## src/rtl/parity_pkg.sv

```systemverilog
// ----------------------------------------------------------------------------
// parity_pkg
//   Shared definitions for the parity_arb block:
//     - word / byte widths
//     - FSM state encoding (IDLE=0, B3..B0=1..4)
//     - byte_sel(): maps a byte-state to the byte lane it emits
// ----------------------------------------------------------------------------
package parity_pkg;

    localparam int BYTE_W = 8;
    localparam int WORD_W = 32;
    localparam int SEL_W  = 2;

    typedef enum logic [2:0] {
        ST_IDLE = 3'd0,
        ST_B3   = 3'd1,
        ST_B2   = 3'd2,
        ST_B1   = 3'd3,
        ST_B0   = 3'd4
    } state_e;

    // Byte lane emitted in each byte state; MSB lane (bits 31:24) goes first.
    function automatic logic [SEL_W-1:0] byte_sel(input state_e st);
        logic [SEL_W-1:0] sel;
        case (st)
            ST_B3:   sel = 2'd3;
            ST_B2:   sel = 2'd2;
            ST_B1:   sel = 2'd1;
            default: sel = 2'd0;
        endcase
        return sel;
    endfunction

endpackage

```

## src/rtl/byte_parity_ser.sv

```systemverilog
// ----------------------------------------------------------------------------
// byte_parity_ser
//   Selects one byte lane of a 32-bit word and prepends its parity bit.
//   Configuration macro: PARITY_ARB_ODD_EN
//     defined   -> parity bit is odd  parity (~^byte)
//     undefined -> parity bit is even parity ( ^byte)
//
// Ports
//   word  in  [31:0]  word being serialised
//   sel   in  [1:0]   byte lane (3 = bits 31:24 ... 0 = bits 7:0)
//   s_out out [8:0]   {parity, byte}
// ----------------------------------------------------------------------------
module byte_parity_ser
    import parity_pkg::*;
(
    input  logic [WORD_W-1:0] word,
    input  logic [SEL_W-1:0]  sel,
    output logic [BYTE_W:0]   s_out
);

    logic [BYTE_W-1:0] cur_byte;
    logic              par;

    // NOTE: every variable assigned in always_comb is given a value on every
    // path (here via a full case with default) so no latch is inferred.
    always_comb begin
        case (sel)
            2'd3:    cur_byte = word[31:24];
            2'd2:    cur_byte = word[23:16];
            2'd1:    cur_byte = word[15:8];
            default: cur_byte = word[7:0];
        endcase
    end

`ifdef PARITY_ARB_ODD_EN
    assign par = ~^cur_byte;
`else
    assign par = ^cur_byte;
`endif

    assign s_out = {par, cur_byte};

endmodule

```

## src/rtl/parity_arb.sv

```systemverilog
// ----------------------------------------------------------------------------
// parity_arb
//   Round-robin arbiter over NREQ requesters. The winner's 32-bit word is
//   captured and then streamed out as four {parity, byte} symbols, MSB byte
//   first, one per cycle. A word occupies 5 cycles (capture + 4 bytes).
//   Parity sense is selected by macro PARITY_ARB_ODD_EN (see byte_parity_ser).
//
// Ports
//   clk     in                 clock, rising edge
//   rst     in                 asynchronous, active-low reset
//   req     in  [NREQ-1:0]     level requests, held until ack
//   A_flat  in  [32*NREQ-1:0]  request words, requester i at [32*i+31:32*i]
//   ack     out [NREQ-1:0]     one-hot, one-cycle pulse after word capture
//   S       out [8:0]          {parity, byte} of the current output byte
//   val     out                S valid
//   done    out                S carries the last byte (bits 7:0) of a word
//   id      out [IDW-1:0]      owner of the current S
//   busy    out                FSM not in IDLE
// ----------------------------------------------------------------------------
module parity_arb
    import parity_pkg::*;
#(
    parameter  int NREQ = 4,
    localparam int IDW  = $clog2(NREQ)
) (
    input  logic                   clk,
    input  logic                   rst,
    input  logic [NREQ-1:0]        req,
    input  logic [WORD_W*NREQ-1:0] A_flat,
    output logic [NREQ-1:0]        ack,
    output logic [BYTE_W:0]        S,
    output logic                   val,
    output logic                   done,
    output logic [IDW-1:0]         id,
    output logic                   busy
);

    state_e            state_q, state_d;
    logic [IDW-1:0]    ptr_q,   ptr_d;
    logic [WORD_W-1:0] word_q,  word_d;
    logic [IDW-1:0]    idx_q,   idx_d;
    logic [NREQ-1:0]   ack_q,   ack_d;
    logic [BYTE_W:0]   s_q,     s_d;
    logic              val_q,   val_d;
    logic              done_q,  done_d;

    logic [WORD_W-1:0] a_words [NREQ];
    logic [IDW-1:0]    win;
    logic [IDW-1:0]    cand;
    logic              found;
    logic [BYTE_W:0]   ser_out;

    for (genvar gi = 0; gi < NREQ; gi++) begin : g_unflatten
        assign a_words[gi] = A_flat[gi*WORD_W +: WORD_W];
    end

    // Round-robin search: first requester at or after the pointer, wrapping.
    always_comb begin
        win   = '0;
        cand  = '0;
        found = 1'b0;
        for (int k = 0; k < NREQ; k++) begin
            cand = IDW'((int'(ptr_q) + k) % NREQ);
            if (!found && req[cand]) begin
                found = 1'b1;
                win   = cand;
            end
        end
    end

    byte_parity_ser u_ser (
        .word  (word_q),
        .sel   (byte_sel(state_q)),
        .s_out (ser_out)
    );

    // Next-state and output logic. S and id hold between words; val, done
    // and ack default low so they only pulse in the states that set them.
    always_comb begin
        state_d = state_q;
        ptr_d   = ptr_q;
        word_d  = word_q;
        idx_d   = idx_q;
        ack_d   = '0;
        s_d     = s_q;
        val_d   = 1'b0;
        done_d  = 1'b0;

        case (state_q)
            ST_IDLE: begin
                if (found) begin
                    state_d    = ST_B3;
                    word_d     = a_words[win];
                    idx_d      = win;
                    ack_d[win] = 1'b1;
                    ptr_d      = (int'(win) == NREQ - 1) ? '0 : win + IDW'(1);
                end
            end
            ST_B3: begin
                state_d = ST_B2;
                s_d     = ser_out;
                val_d   = 1'b1;
            end
            ST_B2: begin
                state_d = ST_B1;
                s_d     = ser_out;
                val_d   = 1'b1;
            end
            ST_B1: begin
                state_d = ST_B0;
                s_d     = ser_out;
                val_d   = 1'b1;
            end
            ST_B0: begin
                state_d = ST_IDLE;
                s_d     = ser_out;
                val_d   = 1'b1;
                done_d  = 1'b1;
            end
            default: state_d = ST_IDLE;
        endcase
    end

    // NOTE: state registers use non-blocking assignments so every flop
    // samples its _d value from before the edge, independent of block order.
    always_ff @(posedge clk or negedge rst) begin
        if (!rst) begin
            state_q <= ST_IDLE;
            ptr_q   <= '0;
            word_q  <= '0;
            idx_q   <= '0;
            ack_q   <= '0;
            s_q     <= '0;
            val_q   <= 1'b0;
            done_q  <= 1'b0;
        end else begin
            state_q <= state_d;
            ptr_q   <= ptr_d;
            word_q  <= word_d;
            idx_q   <= idx_d;
            ack_q   <= ack_d;
            s_q     <= s_d;
            val_q   <= val_d;
            done_q  <= done_d;
        end
    end

    assign ack  = ack_q;
    assign S    = s_q;
    assign val  = val_q;
    assign done = done_q;
    assign id   = idx_q;
    assign busy = (state_q != ST_IDLE);

endmodule

```

## config.mk

```make
export PLATFORM = sky130hd
export DESIGN_NAME = parity_arb
export DESIGN_NICKNAME = d
export VERILOG_FILES = /design/src/rtl/parity_pkg.sv /design/src/rtl/byte_parity_ser.sv /design/src/rtl/parity_arb.sv
export SDC_FILE = /design/constraint.sdc
export NUM_CORES = 1
export LEC_CHECK = 0
export CAP_MARGIN = 0
export CORE_ASPECT_RATIO = 2
export CORE_MARGIN = 2
export CORE_UTILIZATION = 35
export CTS_CLUSTER_SIZE = 8
export DETAILED_ROUTE_END_ITERATION = 10
export DONT_BUFFER_PORTS = 1
export HOLD_SLACK_MARGIN = 0.05
export SETUP_SLACK_MARGIN = 0.05
export SLEW_MARGIN = 0
export SYNTH_ARGS = -nofsm -noshare
export SYNTH_HDL_FRONTEND = slang
export SYNTH_SLANG_ARGS = --single-unit
```

## constraint.sdc

```tcl
create_clock -name clk -period 3.7 [get_ports clk]
set_input_delay 0.37 -clock clk [delete_from_list [all_inputs] [get_ports clk]]
set_output_delay 0.37 -clock clk [all_outputs]
set_load 0.01 [all_outputs]
```

* Yosys cells after proc, flatten, opt, wreduce, memory -nomap -nowiden *
Index checks and enable logic that the tools add are counted.

storage, ports and cells
  flip-flop bits (word level) = 54
  word-level logic and storage cells = 71
  output and inout port bits = 18

operators by class
  bitwise logic cells = 1
  magnitude comparators = 7
  reductions and logical operators = 12
  equality and inequality tests = 9
  muxes and demuxes = 30
  add/sub/neg operators = 4

operators by type and width
  cell                                                                           number
  32-bit binary-select mux with 2-bit select                                     1
  32-bit two-way mux                                                             2
  8-bit case mux with 3 select lines                                             1
  2-bit by 3-bit less-than comparator with 1-bit output (second input constant)  5
  3-bit case mux with 4 select lines                                             1
  1-bit two-way mux                                                              11
  2-bit two-way mux                                                              5
  1-bit binary-select mux with 2-bit select                                      4
  4-bit two-way mux                                                              2
  8-bit XOR reduction                                                            1
  3-bit by 2-bit equality test with 1-bit output (second input constant)         2
  2-bit case mux with 3 select lines                                             1
  2-bit by 1-bit adder with 2-bit output (second input constant)                 2
  2-bit adder (second input constant)                                            2
  2-bit by 1-bit equality test with 1-bit output (second input constant)         2
  2-bit equality test (second input constant)                                    2
  1-bit logical AND                                                              4
  4-bit OR reduction                                                             1
  3-bit by 1-bit equality test with 1-bit output (second input constant)         1
  3-bit equality test (second input constant)                                    1
  3-bit >= comparator (second input constant)                                    1
  1-bit logical NOT                                                              3
  3-bit logical NOT                                                              1
  3-bit two-way mux                                                              1
  6 further kinds                                                                6

* Logic depth before layout (Yosys ltp) *
  word-level depth = 18
  gate-level depth with buffers = 9

* Hierarchy *
A second synthesis with hierarchy kept.

second synthesis, totals
  cell total of the unflattened synthesis = 364
  area, all modules = 3289.4 µm²

modules (own cells, without submodules)
  module           cells an instance  times used  area each (µm²)
  parity_arb       346                1           3009.1
  byte_parity_ser  18                 1           280.3

* Worst setup path after synthesis *
OpenSTA, ideal clock, no wires.

  path type = register to register
  start = reg state_q[0]
  end = reg idx_q[0], in the netlist id[0]
  clock period less this slack = 2.057 ns
  data arrival time = 1.933 ns
  stages on the path, launching flop included = 6
  data required time = 3.575 ns
  setup slack = 1.643 ns
  buffers on the path = 2
  cell sequence = dfrtp_1 -> buf_2 -> or3_2 -> nor2_1 -> buf_2 -> mux2_2

on the way
  longest elaborated chain between the ends = 2

ends and longest elaborated chain
  item                                  line               source
  start, declared                       parity_arb.sv:38   state_e state_q, state_d;
  start signal, assigned                parity_arb.sv:137  state_q <= state_d;
  3-bit logical NOT                     parity_arb.sv:89   case (state_q)
  2-bit AND reduction (no source line)  n/a
  end signal, assigned                  parity_arb.sv:140  idx_q <= idx_d;
  end, declared                         parity_arb.sv:41   logic [IDW-1:0] idx_q, idx_d;

No other way between the ends.
A chain may end at the register's enable or synchronous reset.

* Worst setup path after layout *
  start = reg state_q[1]
  end = reg s_q[8], in the netlist S[8]

on the way
  longest elaborated chain between the ends = 5
  elaborated cells on any way between the ends = 11
  those cells by class = eq/ne (7); mux (2); reduce/logical (2)

ends and longest elaborated chain
  item                                                                                                                     line                                source
  3-bit by 2-bit equality test with 1-bit output / 3-bit by 1-bit equality test with 1-bit output (equally long branches)  parity_pkg.sv:25, parity_arb.sv:89
  2-bit case mux with 3 select lines                                                                                       parity_pkg.sv:25                    case (st)
  2-bit by 1-bit equality test with 1-bit output / 2-bit equality test (equally long branches)                             byte_parity_ser.sv:27               case (sel)
  8-bit case mux with 3 select lines                                                                                       byte_parity_ser.sv:27
  8-bit XOR reduction                                                                                                      byte_parity_ser.sv:38               assign par = ^cur_byte;
  end signal, assigned                                                                                                     parity_arb.sv:133                   s_q <= '0;
  end signal, assigned                                                                                                     parity_arb.sv:142                   s_q <= s_d;
  end, declared                                                                                                            parity_arb.sv:43                    logic [BYTE_W:0] s_q, s_d;

Parallel ways exist; a longest one is shown, timed or not.

==> run_results.csv <==
group,metric,value,unit
outcome,outcome,"complete, no violations",
die,num_io_pins,152,
sta,hold_slack,0.407,ns
cts,root_buffer,"clkbuf_16",
setup_path,reg2regPathDepth,6,
yosys,synthArstFlopShare,100,%
sta,maxSlewViolCount,0,
yosys,synth_top_area_share,35.4,%
worst_hold_path,hold_path_class,"primary input to flop",
cts,post_cts_resized,0,
placed_design,gp_congestion,0.850,
grt,grt_usage,14.5,%
grt,grt_pass1_vias,2453,
final_layout,syn_to_final_growth,8.13,%
yosys,avgSynthCellArea,11.1,um2
setup_path,r2r_end,"S[8]",
job,cap_violations,0,
yosys,ys.flop_type,"dfrtp_1",
routing,first_pass_iters,4,
sta,max_freq,366,MHz
routing,wl,8570,um
yosys,ys_top_cells_by_count,"mux2i_1, dfrtp_1, mux2_2",
final_layout,nets,471,
cts,clockBufferDepth,2,
setup_path,setup.worst_path.start,"state_q[1]",
cts,cts_buffers,5,
routing,ant_nets,0,
yosys,synth-seq-cells,54,
cts,clk_pin_slew,0.07,ns
cts,insertion_delay,0.30,ns
setup_path,critPathKind,"flop to flop",
placed_design,place_inst,464,
grt,antenna_found_initial,0,
yosys,synth_area_leaders,"dfrtp_1, mux2i_1, mux2_2, buf_2, nor2_1",
setup_path,r2r-start,"state_q[1]",
die,num_rows,54,
yosys,syn_nets,482,
sta,fin_skew,0.00667,ns
sta,hold_violations,0,
final_layout,layout-drive-gt1-share,19.8,%
sta,fin_crit,2.74,ns
setup_path,worst-path-max-fanout,25,
final_layout,final_cell_count_no_fill,473,
placed_design,place_hpwl,6520,um
setup_path,worst_ep_required_time,3.88,ns
grt,grt_pass1_wl,13300,um
routing,drtIter0Drc,229,
power,leakagePower,1.87,nW
cts,h-tree-depth,2,
final_layout,fill_cells,1004,
yosys,synthCells,344,
routing,drc,0,
routing,via_per_inst,5.64,
sta,worstMarginPinSlew,0.988,ns
sta,period_share,73.9,%
power,irDropWorstVdd,347,uV
die,initial_core_util,35.5,%
die,die_y,152,um
sta,setup_tns,0,ns
grt,grt_overflow,0,
cts,cts_tree,"done",
sta,setup_violations,0,
final_layout,num_antenna_cells,0,
die,die-area,0.0118,mm2
final_layout,multi_input_area,0.00233,mm2
yosys,yosysWarningCount,0,
cts,postCtsSetupRepairBufs,0,
yosys,ys_types,48,
sta,rsz0062_at_grt,"false",
setup_path,worstSetupEndpointType,"flop",
yosys,yosys.area.top_type,"dfrtp_1",
setup_path,worst-endpoint-arrival,2.92,ns
routing,vias,2668,
cts,hold_buffers,2,
setup_path,critPathLaunchType,"flop",
grt,grt_max_degree,55,
yosys,synth_enable_flop_cells,0,
yosys,seq_area_frac_synth,35.4,%
power,power_density,955,mW/mm2
placed_design,port_buffers,0,
cts,cts_sinks,54,
final_layout,seqCellArea,0.00135,mm2
yosys,syn-cell-area,0.00382,mm2
sta,slew_headroom,34.2,%
yosys,synth_most_common_cell,"mux2i_1",
routing,wl_per_cell,18.1,um
setup_path,regToRegSetupSlack,0.96,ns
die,core_area,0.0107,mm2
setup_path,cp-endpoint,"S[8]",
die,die_x,77.8,um
==> routing by layer <==
| metal | GRT usage (%) | part of all wire [%] |
|---|---|---|
| met5 | 0 | 0 |
| met4 | 4.02 | 1.1 |
| met3 | 2.61 | 7.3 |
| met2 | 26.1 | 52 |
| met1 | 17.6 | 40 |
==> placed cells by master, fill, tap and decap left out, types with 4 or more instances in the layout <==
cell,n
a211oi_1,6
ha_1,4
a21oi_1,10
nor2_1,16
a2bb2oi_1,4
mux2i_1,109
o21ai_0,4
dfrtp_1,54
inv_1,8
clkbuf_16,5
mux2_2,38
nand2_1,10
and2_1,7
==> stage by stage <==
stage	power [mW]	utilization [%]	area [um2]	setup WS, ns
2_1_floorplan	3.05	-	3820	1.64
5_1_grt	4.25	38.4	4130	0.782
6_report	3.94	38.4	4130	0.964
4_1_cts	3.99	38.4	4130	0.980
3_5_place_dp	3.50	36.8	3950	1.00
3_3_place_gp	3.46	36.8	3950	1.03
==> worst min path at each step <==
stage	from	end	cells past startpoint
6_report	A_flat[69]	word_q[5]	3
4_1_cts	A_flat[69]	word_q[5]	3
3_5_place_dp	rst	S[5]	0
3_3_place_gp	rst	S[5]	0
5_1_grt	A_flat[71]	word_q[7]	3
2_1_floorplan	rst	S[0]	0
==> critical path: stages, from the launching register on <==
cell and delay (ns):
dfrtp_1 1.00, mux2i_1 0.28, a2bb2oi_1 0.13, or4_4 0.56, a211o_1 0.34, a211oi_2 0.24
o31ai_2 0.08
==> kinds of logic (layout without fill, tap and decap cells) <==
| logic type | Yosys count | after routing | share of synthesized area [%] |
|---|---|---|---|
| and+or+nand+nor | 49 | 49 | 7.08 |
| xor gates and xnor gates | 3 | 3 | 0.689 |
| buffers and inverters | 33 | 22 | 4.56 |
| muxes | 148 | 148 | 40.2 |
| adders and majority gates | 4 | 4 | 1.31 |
| AOI/OAI and AO/OA | 53 | 53 | 10.8 |
| DFF | 54 | 54 | 35.4 |
==> state kept, by name, indices dropped and copies added (netlist names) <==
signal / count
S: 9
val: 1
done: 1
ack: 4
ptr_q: 2
state_q: 3
id: 2
word_q: 32
==> final cells by class <==
type	count	area share [%]
Multi-Input combinational cell	257	56.6
Tap cell	140	4.24
Clock buffer	5	3.03
Timing Repair Buffer	7	2.43
Sequential cell	54	32.7
Inverter	8	0.728
Clock inverter	2	0.243
==> power by group <==
part / internal [mW] / switching, mW / total [mW]
clock: 0.245 / 0.213 / 0.458
sequential: 0.897 / 0.422 / 1.32
combinational: 1.16 / 1.01 / 2.17
Note: power is estimated with default switching activity, not from simulation.
